File: config.mk
export PLATFORM = sky130hd
export DESIGN_NAME = alu_serial_seq
export DESIGN_NICKNAME = d
export VERILOG_FILES = /design/src/rtl/alu_serial_seq.sv
export SDC_FILE = /design/constraint.sdc
export NUM_CORES = 1
export LEC_CHECK = 0
export ABC_AREA = 1
export ABC_CLOCK_PERIOD_IN_PS = 1410
export CAP_MARGIN = 20
export CORE_ASPECT_RATIO = 0.6
export CORE_MARGIN = 5
export CORE_UTILIZATION = 45
export DETAILED_ROUTE_END_ITERATION = 8
export PLACE_DENSITY = 0.79
export SLEW_MARGIN = 20
export SYNTH_ARGS = -nofsm -noshare
export SYNTH_HDL_FRONTEND = slang
export SYNTH_SLANG_ARGS = --single-unit
export TNS_END_PERCENT = 50
File: constraint.sdc
create_clock -name clk -period 1.41 [get_ports clk]
set_clock_uncertainty 0.05 [all_clocks]
set_input_delay 0.282 -clock clk [delete_from_list [all_inputs] [get_ports clk]]
set_output_delay 0.282 -clock clk [all_outputs]
set_load 0.01 [all_outputs]
File: src/rtl/alu_serial_seq.sv
// alu_serial_seq: bit-serial ALU sequencer.
// A WIDTH-bit operation is computed LSB first through one external
// combinational 1-bit ALU slice, one bit per clock cycle. Operands are
// latched at acceptance and shifted into the slice. The slice carry is
// chained through a register, and the result is assembled from the MSB side.
module alu_serial_seq #(
    parameter int WIDTH = 4
) (
    input  logic             clk,
    input  logic             rst_n,
    input  logic             start,
    input  logic [2:0]       op,
    input  logic [WIDTH-1:0] a,
    input  logic [WIDTH-1:0] b,
    output logic             busy,
    output logic             done,
    output logic [WIDTH-1:0] result,
    output logic             carry_out,
    output logic             overflow,
    output logic             err,
    output logic             slice_a,
    output logic             slice_b,
    output logic             slice_cin,
    output logic [2:0]       slice_s,
    input  logic             slice_r,
    input  logic             slice_cout
);

    localparam int CNT_W = (WIDTH > 2) ? $clog2(WIDTH) : 1;
    localparam logic [CNT_W-1:0] CNT_LAST = CNT_W'(WIDTH - 1);
    localparam logic [CNT_W-1:0] CNT_ONE  = CNT_W'(1);

    localparam logic [2:0] OP_ADD = 3'b100;
    localparam logic [2:0] OP_SUB = 3'b101;

    typedef enum logic [1:0] {
        S_IDLE = 2'b00,
        S_RUN  = 2'b01,
        S_DONE = 2'b10
    } state_t;

    state_t           r_state;
    logic [WIDTH-1:0] r_a_sh;
    logic [WIDTH-1:0] r_b_sh;
    logic [WIDTH-1:0] r_result;
    logic [CNT_W-1:0] r_cnt;
    logic             r_carry;
    logic [2:0]       r_sel;
    logic             r_arith;
    logic             r_busy;
    logic             r_done;
    logic             r_cout;
    logic             r_ovf;
    logic             r_err;

    // Legal opcodes are 000 through 101
    function automatic logic op_legal(input logic [2:0] o);
        return (o != 3'b110) && (o != 3'b111);
    endfunction

    // ADD and SUB are the only ops that produce carry/overflow
    function automatic logic op_arith(input logic [2:0] o);
        return (o == OP_ADD) || (o == OP_SUB);
    endfunction

    // Sequencer FSM: operand latching, per-bit shifting, carry chaining, flag capture
    always_ff @(posedge clk or negedge rst_n) begin
        if (!rst_n) begin
            r_state  <= S_IDLE;
            r_a_sh   <= {WIDTH{1'b0}};
            r_b_sh   <= {WIDTH{1'b0}};
            r_result <= {WIDTH{1'b0}};
            r_cnt    <= {CNT_W{1'b0}};
            r_carry  <= 1'b0;
            r_sel    <= 3'b000;
            r_arith  <= 1'b0;
            r_busy   <= 1'b0;
            r_done   <= 1'b0;
            r_cout   <= 1'b0;
            r_ovf    <= 1'b0;
            r_err    <= 1'b0;
        end else begin
            case (r_state)
                S_IDLE: begin
                    r_done <= 1'b0;
                    if (start) begin
                        r_busy <= 1'b1;
                        r_cout <= 1'b0;
                        r_ovf  <= 1'b0;
                        if (op_legal(op)) begin
                            r_a_sh  <= a;
                            // Subtraction is a + ~b + 1: invert b here and
                            // preload the carry so bit 0 sees cin = 1.
                            r_b_sh  <= (op == OP_SUB) ? ~b : b;
                            r_carry <= (op == OP_SUB);
                            r_sel   <= (op == OP_SUB) ? OP_ADD : op;
                            r_arith <= op_arith(op);
                            r_cnt   <= {CNT_W{1'b0}};
                            r_err   <= 1'b0;
                            r_state <= S_RUN;
                        end else begin
                            r_result <= {WIDTH{1'b0}};
                            r_err    <= 1'b1;
                            r_done   <= 1'b1;
                            r_state  <= S_DONE;
                        end
                    end else begin
                        r_busy <= 1'b0;
                    end
                end
                S_RUN: begin
                    r_result <= {slice_r, r_result[WIDTH-1:1]};
                    r_a_sh   <= {1'b0, r_a_sh[WIDTH-1:1]};
                    r_b_sh   <= {1'b0, r_b_sh[WIDTH-1:1]};
                    r_carry  <= slice_cout;
                    r_cnt    <= r_cnt + CNT_ONE;
                    if (r_cnt == CNT_LAST) begin
                        // r_carry is the carry into the MSB at this point
                        r_cout  <= r_arith & slice_cout;
                        r_ovf   <= r_arith & (r_carry ^ slice_cout);
                        r_done  <= 1'b1;
                        r_state <= S_DONE;
                    end else begin
                        r_state <= S_RUN;
                    end
                end
                S_DONE: begin
                    r_done  <= 1'b0;
                    r_busy  <= 1'b0;
                    r_state <= S_IDLE;
                end
                default: begin
                    r_done  <= 1'b0;
                    r_busy  <= 1'b0;
                    r_state <= S_IDLE;
                end
            endcase
        end
    end

    // Slice drive: live only while RUN, quiet zeros otherwise
    always_comb begin
        slice_a   = 1'b0;
        slice_b   = 1'b0;
        slice_cin = 1'b0;
        slice_s   = 3'b000;
        if (r_state == S_RUN) begin
            slice_a   = r_a_sh[0];
            slice_b   = r_b_sh[0];
            slice_cin = r_carry;
            slice_s   = r_sel;
        end else begin
            slice_a   = 1'b0;
            slice_b   = 1'b0;
            slice_cin = 1'b0;
            slice_s   = 3'b000;
        end
    end

    assign busy      = r_busy;
    assign done      = r_done;
    assign result    = r_result;
    assign carry_out = r_cout;
    assign overflow  = r_ovf;
    assign err       = r_err;

endmodule
* After elaboration in Yosys (flattened, before gate mapping) *
Cells that the tools add are included.

storage, ports and cells
  register bits after elaboration = 26
  logic and storage cells = 73

operators by class
  $add $sub $neg = 1
  eq/ne operators = 10
  multiplexer cells = 36
  bitwise logic cells = 4
  reduce and logical (&&, ||, !) cells = 9

operators with widths
  operator               count
  $mux W4                7
  $pmux W4 S2            3
  $mux W1                12
  $reduce_and A3 Y1      4
  $mux W2                5
  $pmux W1 S2            5
  $ne A2 B2 Y1 const B   4
  $pmux W2 S2            2
  $eq A3 B3 Y1 const B   2
  $mux W3                2
  $ne A3 B3 Y1 const B   2
  $not A4 Y4             1
  $add A2 B1 Y2 const B  1
  $and A1 B1 Y1          2
  $eq A2 B1 Y1 const B   1
  $eq A2 B2 Y1 const B   1
  $logic_not A2 Y1       1
  $reduce_and A2 Y1      1
  $reduce_bool A2 Y1     1
  $logic_and A1 B1 Y1    1
  $logic_or A1 B1 Y1     1
  $xor A1 B1 Y1          1

* Logic depth before layout (Yosys ltp) *
Gate-level depths: netlist (run 1).

  word-level depth = 5
  depth in mapped cells = 7
  mapped depth without buffers = 7

* Worst setup path before layout (run 1) *
OpenSTA, ideal clock, no wires.

  path type = register -> output
  start point = reg r_state[1]
  end point = out slice_a
  data arrival time = 0.933 ns
  slack = 0.145 ns
  cell stages (with the launch flop) = 5
  cells stage by stage = dfrtp_1 > inv_2 > nand2_2 > buf_2 > nor2_1

between the ends
  longest elaborated chain between the ends = 2

RTL lines
  item                    line  text
  start, declared         42    state_t r_state;
  start signal, assigned  69    r_state <= S_IDLE;
  start signal, assigned  100   r_state <= S_RUN;
  start signal, assigned  105   r_state <= S_DONE;
  $eq A2 B1 Y1            147   if (r_state == S_RUN) begin
  $mux W1                 147
  end, declared           21    output logic slice_a,

No other way between the ends.

* Worst setup path after layout (run 1) *
  start point = reg r_state[1]
  end point = reg r_result[2] (netlist: result[2])

between the ends
  longest elaborated chain between the ends = 3
  elaborated cells on any way between the ends = 7
  those cells by class = 3 x eq/ne; 1 x mux; 3 x reduce/logical

RTL lines
  item                                                          line  text
  $logic_not A2 Y1 or $eq A2 B1 Y1 (tied branches)              83    case (r_state)
  $ne A2 B2 Y1 (no line) or $reduce_bool A2 Y1 (tied branches)  --
  $reduce_and A3 Y1 (no line)                                   --
  end signal, assigned                                          72    r_result <= {WIDTH{1'b0}};
  end signal, assigned                                          102   r_result <= {WIDTH{1'b0}};
  end signal, assigned                                          112   r_result <= {slice_r, r_result[WIDTH-1:1]};
  end, declared                                                 45    logic [WIDTH-1:0] r_result;

Several ways; a longest one is shown, not always the timed one.
A chain may end at the register's enable or synchronous reset.

==> flow_metrics.py, run 1 <==
metrics = {
    "outcome": {
        "status": "complete, but fails checks",
        "failed_checks": "negative setup slack",
    },
    "routing": {
        "topRoutingLayerUsed": "met3",
        "wl_met2_um": 1560,
        "drt_wl_total_um": 3433,
        "wl_met3_um": 248,
        "drc": 0,
        "wl_met1_um": 1624,
        "wl_per_cell_um": 14.01,
        "final_antenna_net_count": 0,
        "drt_iter0_drc": 87,
        "first_pass_iters": 4,
        "vias": 1240,
        "viasPerCell": 5.061,
    },
    "setup_path": {
        "cp_data_required_time_ns": 1.53,
        "ff2ff_path_depth": 8,
        "critPathLaunchType": "flip-flop",
        "crit_type": "flip-flop to flip-flop",
        "cp-end-kind": "flip-flop",
        "worstPathMaxFanout": 7,
        "arrival_ns": 1.59,
    },
    "global_route": {
        "grt_pass1_vias": 1202,
        "grt_usage_pct": 17.23,
        "antenna_found_initial": 0,
        "grt_pass1_wl_um": 5423,
        "grt-ovfl-total": 0,
        "grt_max_degree": 27,
    },
    "clock_network": {
        "cts_tree": "done",
        "clock_latency_ns": 0.27,
        "path_clk_slew_ns": 0.09,
        "root_buffer": "clkbuf_8",
        "clockBufferDepth": 2,
        "htreeDepth": 1,
        "tritoncts.num_buffers": 3,
        "clock-sinks": 26,
        "hold_buffers": 0,
    },
    "synthesis": {
        "syn-num-nets": 180,
        "synth_cell_types": 23,
        "netlist_instances": 163,
        "netlist_top_cells_area": "dfrtp_1 50%, nand2_1 17%, inv_1 4.6%",
        "avgSynthCellArea_um2": 7.945,
        "syn_area_mm2": 0.001295,
        "netlist.area_leader.share_pct": 50.24,
        "synth_top_cell_by_area": "dfrtp_1",
        "synth-seq-cells": 26,
        "yosysSeqAreaShare_pct": 50.24,
        "ys_warn_count": 0,
    },
    "place": {
        "hpwl_um": 2208,
        "place_congestion": 0.8215,
        "place_worst_setup_slack_ns": -0.2463,
        "io_buffers": 30,
        "placed_area_mm2": 0.001728,
    },
    "sta": {
        "holdWs_ns": 0.3135,
        "finalMaxSlewViolations": 0,
        "setup_tns_ns": -0.4316,
        "fin_crit_sh_pct": 104.7,
        "max_freq_ghz": 0.6777,
        "worst_pin_slew_ns": 0.2493,
        "final.setup.worst_slack_ns": -0.06567,
        "final_hold_viol_count": 0,
        "finalSetupViolCount": 15,
        "final.min_clock_period_ns": 1.476,
        "rsz0062_at_grt": "true",
        "slew_headroom_pct": 83.34,
    },
    "die": {
        "core_area_mm2": 0.002815,
        "die_h_um": 51.56,
        "die_w_um": 79.26,
        "row_count": 15,
        "start_util_pct": 46.00,
        "dieArea_mm2": 0.004086,
        "io-pin-count": 31,
    },
    "worst_hold_path": {
        "hold_path_class": "input pin to async pin",
    },
    "cells_and_area": {
        "synthToLayoutAreaGrowth_pct": 44.64,
        "final_layout_size_suffix_gt1_share_pct": 27.96,
        "diodes": 0,
        "final_cell_area_mm2": 0.001873,
        "nNetsFinal": 229,
    },
    "pwr": {
        "p_per_area_mw_per_mm2": 2043,
        "p_leak_uw": 0.0009810,
        "ir_worst_vdd_mv": 0.9853,
    },
    "run": {
        "cap_violations": 0,
    },
}
## sequential cells by signal, summed over array words and instances, names as in the netlist
signal and cells:
r_state 2, overflow 1, err 1, r_cnt 2, r_a_sh 4, carry_out 1, done 1, busy 1
r_arith 1, result 4, r_b_sh 4, r_sel 3, r_carry 1
## final timing paths
kind	from	end	slack (ns)
setup / recovery	r_state[1]$_DFFE_PN0P_	result[2]$_DFFE_PN0P_	-0.07
hold / removal	rst_n	r_sel[2]$_DFFE_PN0P_	0.31
setup reg to reg	r_state[1]$_DFFE_PN0P_	result[2]$_DFFE_PN0P_	-0.07
hold reg to reg	busy$_DFFE_PN0P_	busy$_DFFE_PN0P_	0.43
max in group asynchronous	rst_n	r_state[0]$_DFFE_PN0P_	0.83
min in group clk	busy$_DFFE_PN0P_	busy$_DFFE_PN0P_	0.43
## cell usage in the layout (no fill, tap or decap), types with 5 or more instances in the layout
master           instances
clkdlybuf4s50_1         15
dlygate4sd2_1            9
buf_4                   13
nand3_1                  5
nor2_2                   5
o21ai_1                  8
nand2_2                  6
inv_1                   16
buf_2                    6
nand2_1                 52
nor2_1                  10
o21ai_0                  5
nand3_2                  6
dfrtp_1                 25
## where the power goes
part / switching, uW / internal, uW
logic: 1190 / 857
registers: 211 / 1090
clock network: 232 / 250
## Yosys cell counts, drive strengths merged
master  instances
buf             3
a21oi           3
inv            18
a21boi          1
nand4           1
ha              1
dfrtp          26
xor2            1
o21ai          15
a22oi           1
nand3          11
nand2          60
o211ai          1
o21a            1
nor2           20
## metrics by stage
stage / total power, uW / utilization, % / cells
finish: 3827 / 66.53 / 245
global route: 4110 / 66.53 / 245
CTS: 3600 / 63.42 / 245
detailed placement: 3137 / 61.38 / 238
global placement: 3058 / 61.38 / 238
floorplan: 2359 / - / 163
## critical path: stages, from the launching register on
cell and delay [ns]:
dfrtp_1 0.40, inv_2 0.12, buf_4 0.13, buf_4 0.12, nand2_2 0.06, nor2_4 0.22, nand2_4 0.12, nand3_1 0.09
nand2_1 0.05
## timing repair
action,in CTS,in global routing
gates cloned,1,1
setup endpoints to repair,15,31
pin swaps,1,6
setup buffers,2,0
gates resized for setup,39,24
## routing by layer
layer,up-vias,GRT usage (%)
li1,611,-
met1,576,23.01
met2,53,28.63
met3,0,4.671
met4,0,3.143
met5,-,0
## area by class of cell
type,instances,area (um2)
Sequential cell,26,651.9
Multi-Input combinational cell,118,668.1
Clock buffer,4,55.05
Timing Repair Buffer,45,387.9
Tap cell,34,42.54
Fill cell,228,942.2
Inverter,18,67.56
## cells by family (layout without fill, tap and decap cells)
group,count (synthesis),after routing,synth area share [%]
flip-flops,26,26,50.24
AND/OR/NAND/NOR,92,94,31.50
buffers and inverters,21,67,7.343
adder cells (fa/ha/maj),1,1,0.9660
XOR/XNOR,1,1,0.6765
AO/OA/AOI/OAI,22,22,9.276
(Power assumes the default switching activity.)
==> inputs of run 2 (changes only) <==
--- a/config.mk
+++ b/config.mk
@@ -17,4 +17,4 @@
 export SYNTH_ARGS = -nofsm -noshare
 export SYNTH_HDL_FRONTEND = slang
 export SYNTH_SLANG_ARGS = --single-unit
-export TNS_END_PERCENT = 50
+export TNS_END_PERCENT = 20
==> flow_metrics.py, run 2 (synthesis results as in run 1) <==
metrics = {
    "outcome": {
        "status": "complete, but fails checks",
        "failed_checks": "negative setup slack",
    },
    "sta": {
        "finalMaxSlewViolations": 0,
        "max_freq_ghz": 0.6901,
        "finalSetupViolCount": 3,
        "slew_headroom_pct": 83.90,
        "fin_crit_sh_pct": 102.8,
        "final.min_clock_period_ns": 1.449,
        "final.setup.worst_slack_ns": -0.03912,
        "holdWs_ns": 0.3114,
        "rsz0062_at_grt": "true",
        "final_hold_viol_count": 0,
        "worst_pin_slew_ns": 0.2409,
    },
    "die": {
        "die_h_um": 51.56,
        "die_w_um": 79.26,
        "core_area_mm2": 0.002815,
        "io-pin-count": 31,
        "row_count": 15,
        "dieArea_mm2": 0.004086,
        "start_util_pct": 46.00,
    },
    "clock_network": {
        "cts_tree": "done",
        "clockBufferDepth": 2,
        "root_buffer": "clkbuf_8",
        "clock_latency_ns": 0.27,
        "hold_buffers": 0,
        "clock-sinks": 26,
        "tritoncts.num_buffers": 3,
        "htreeDepth": 1,
        "path_clk_slew_ns": 0.09,
    },
    "global_route": {
        "met1_usage_pct": 22.21,
        "grt_max_degree": 27,
        "busiest_layer": "met2",
        "grt-ovfl-total": 0,
        "use_met2_pct": 26.68,
        "antenna_found_initial": 0,
        "grt_usage_pct": 16.61,
        "grt_pass1_wl_um": 5271,
        "use_met3_pct": 4.844,
        "grt_pass1_vias": 1183,
    },
    "routing": {
        "first_pass_iters": 5,
        "wl_per_cell_um": 13.22,
        "drt_iter0_drc": 95,
        "vias": 1210,
        "final_antenna_net_count": 0,
        "drt_wl_total_um": 3239,
        "viasPerCell": 4.939,
        "drc": 0,
    },
    "place": {
        "place_worst_setup_slack_ns": -0.2463,
        "io_buffers": 30,
        "place_congestion": 0.8215,
        "hpwl_um": 2208,
    },
    "cells_and_area": {
        "mostFrequentLayoutCell": "nand2_1",
        "mostFrequentLayoutCells": "55 x nand2_1, 26 x dfrtp_1, 16 x inv_1",
        "diodes": 0,
        "nNetsFinal": 229,
        "final_layout_size_suffix_gt1_share_pct": 22.27,
        "synthToLayoutAreaGrowth_pct": 40.87,
    },
    "setup_path": {
        "cp-end-kind": "output pin",
        "r2r_start": "r_state[1]$_DFFE_PN0P_",
        "critPathLaunchType": "flip-flop",
        "crit_type": "flip-flop to output pin",
        "arrival_ns": 1.12,
        "worstPathMaxFanout": 9,
        "worstSetupStartpoint": "r_state[1]$_DFFE_PN0P_",
        "cp_data_required_time_ns": 1.08,
    },
    "pwr": {
        "p_leak_uw": 0.0009729,
        "ir_worst_vdd_mv": 0.9271,
        "p_per_area_mw_per_mm2": 2029,
    },
    "worst_hold_path": {
        "hold_path_class": "input pin to async pin",
    },
    "run": {
        "cap_violations": 0,
    },
}
==> run 2: cell count changes in the layout (fill, tap and decap cells not counted), moves of 2 or more <==
| cell | before | now |
|---|---|---|
| nor2_1 | 10 | 12 |
| nor2_2 | 5 | 3 |
| nand2_1 | 52 | 55 |
| nand3_2 | 6 | 2 |
| nand3_1 | 5 | 9 |
| nand2_2 | 6 | 3 |
==> run 2: metal layers <==
layer / wire length, um / part of all wire (%)
met1: 1513 / 47
met2: 1468 / 45
met3: 231 / 7.1
met4: 25 / 0.77
met5: 0 / 0
==> run 2: final cells by class <==
type                    count  area, um2
clock buffers               4      55.05
fillers                   223      991.0
inverters                  18      67.56
multi-input cells         117      613.1
flip-flops and latches     26      650.6
well taps                  34      42.54
repair buffers             46      395.4
==> run 2: through the flow <==
stage | cells | power [uW] | util (%) | instance area, um2 | setup TNS (ns)
6_report | 245 | 3701 | 64.80 | 1824 | -0.05168
4_1_cts | 244 | 3570 | 63.11 | 1777 | -0.01547
2_1_floorplan | 163 | 2359 | - | 1295 | 0
3_5_place_dp | 238 | 3137 | 61.38 | 1728 | -4.525
3_3_place_gp | 238 | 3058 | 61.38 | 1728 | -3.940
5_1_grt | 245 | 3990 | 64.80 | 1824 | -0.6411
==> run 2: power by group <==
part	internal [uW]	leakage, uW	switching (uW)	total, uW
clock	250	0.0000288	229	478
combinational	817	0.000616	1120	1940
sequential	1090	0.000328	194	1280
total	2160	0.000973	1550	3700
==> run 2: worst paths after layout <==
path | slack (ns) | cells after the start | to
setup / recovery | -0.04 | 4 | slice_cin
setup reg to reg | 0.02 | 8 | result[2]$_DFFE_PN0P_
hold reg to reg | 0.43 | 1 | r_cnt[0]$_DFFE_PN0P_
min in group clk | 0.43 | 1 | r_cnt[0]$_DFFE_PN0P_
hold / removal | 0.31 | 2 | r_sel[2]$_DFFE_PN0P_
max in group asynchronous | 0.84 | 2 | r_b_sh[3]$_DFFE_PN0P_
==> run 2: repair_timing <==
action	in CTS	in global routing
gates resized for setup	38	11
pin swaps	1	5
setup endpoints to repair	15	29
buffers inserted	2	0
hold endpoints to repair	0	0
cloned	0	1
==> run 2: worst max-delay path: stages, from the launching register on <==
cell	delay, ns
dfrtp_1	0.39
inv_2	0.09
nand2_4	0.10
nor2_1	0.12
buf_2	0.14
==> RTL change: new RTL, flow settings as in run 2 <==
Register the output `result` once more, cleared by the reset; this adds one clock of latency there. The other outputs are not delayed to match.
--- a/src/rtl/alu_serial_seq.sv
+++ b/src/rtl/alu_serial_seq.sv
@@ -160,5 +160,11 @@
     assign busy      = r_busy;
     assign done      = r_done;
-    assign result    = r_result;
+    always_ff @(posedge clk or negedge rst_n) begin
+        if (!rst_n) begin
+            result <= '0;
+        end else begin
+            result <= r_result;
+        end
+    end
     assign carry_out = r_cout;
     assign overflow  = r_ovf;
Formal check against the unedited RTL: not equivalent (a bounded check fails within 4 cycles, from zero or initial values and one cycle with rst_n low).
==> RTL change against run 2 <==
- the flow still finishes with violations (setup timing)
- via count is 5.4% higher
- critical path depth stayed put
- worst setup slack worse by 0.0076 ns
- hold slack better by 0.0058 ns
- routed wire length is 3.4% higher
- sequential cell count is 4 higher
- total power is 22% higher
- design area is 9.8% higher
- synthesized area is 8.5% higher
- global-route usage is 0.32 points lower
- utilization is 3.6 points higher
- synthesized cell count is 2.5% higher
==> RTL change: results (changes against run 2) <==
[drt]
dr.pass1.iters=4  ; -1
drt_iter0_drc=30  ; -68%
wl_per_cell_um=12.7  ; -3.7%
wl_met3_um=210  ; -9.1%

[cells_and_area]
num-nets-final=237  ; +3.5%
nFillCells=251  ; +13%
drive_above_1_share_pct=24.4  ; +2.2 points

[global_routing]
gr-usage-met2_pct=27.9  ; +1.2 points
grt_usage_pct=16.3  ; -0.32 points
grt_pass1_wl_um=5290  ; +0.27%
use_met1_pct=19.6  ; -2.6 points

[setup_path]
ff2ff_path_depth=7  ; -1
critPathMaxFanout=8  ; -1
crit_path_end=slice_b
timing.rr.end=r_a_sh[0]

[status]
violations=setup timing
status=complete, but fails checks

[yosys]
synthAdderAreaFrac_pct=0.890  ; -0.076 points
synthTopCellsByArea=dfrtp_1 53%, nand2_1 15%, inv_1 5.1%

[timing]
setup_viol=4  ; +1
fin_ws_ns=-0.0467  ; -0.00763 ns
finalSetupTns_ns=-0.127  ; -0.0755 ns

[power_and_ir_drop]
peakVddDrop_mv=0.908  ; -2.0%

[place]
place_congestion=0.801  ; -2.5%
dp_slack_ns=-0.214  ; +0.0325 ns

[clock_network]
cts.htree.levels=2  ; +1

## RTL change: cell types whose count changed after synthesis, sizes merged, moves of 2 or more
| cell | before | now |
|---|---|---|
| inv | 18 | 20 |
| dfrtp | 26 | 30 |
| nand3 | 11 | 14 |
| o21ai | 15 | 13 |
| nor2 | 20 | 17 |
## RTL change: area by class of cell
| class | instances | area, sq um | share of cell area, % |
|---|---|---|---|
| Clock buffer | 6 | 82.6 | 4.12 |
| Clock inverter | 2 | 60.1 | 3.00 |
| Inverter | 20 | 75.1 | 3.75 |
| Multi-Input combinational cell | 114 | 568 | 28.4 |
| Sequential cell | 30 | 751 | 37.5 |
| Tap cell | 42 | 52.6 | 2.62 |
| Timing Repair Buffer | 49 | 414 | 20.7 |
## RTL change: worst reg2reg max path: stages (launching register included)
cell     delay, ns
dfrtp_1       0.39
buf_4         0.16
nor2_4        0.17
nand2_2       0.13
nand3_4       0.14
inv_2         0.08
nand2_1       0.07
o21ai_1       0.06
## RTL change: per-stage QoR
stage | total power [mW] | area, sq um | instances | hold slack (ns)
3_5_place_dp | 3.39 | 1840 | 250 | 0.320
5_1_grt | 4.82 | 2000 | 263 | 0.337
6_report | 4.51 | 2000 | 263 | 0.317
3_3_place_gp | 3.30 | 1840 | 250 | 0.317
2_1_floorplan | 2.61 | 1410 | 167 | -0.0636
4_1_cts | 4.38 | 1950 | 258 | 0.329
## RTL change: repair_timing
| action | in CTS | in global routing |
|---|---|---|
| buffers inserted | 0 | 4 |
| setup endpoints to repair | 22 | 23 |
| gates cloned | 0 | 1 |
| pin swaps | 0 | 3 |
| resized for setup | 37 | 4 |
| hold endpoints to repair | 0 | 0 |
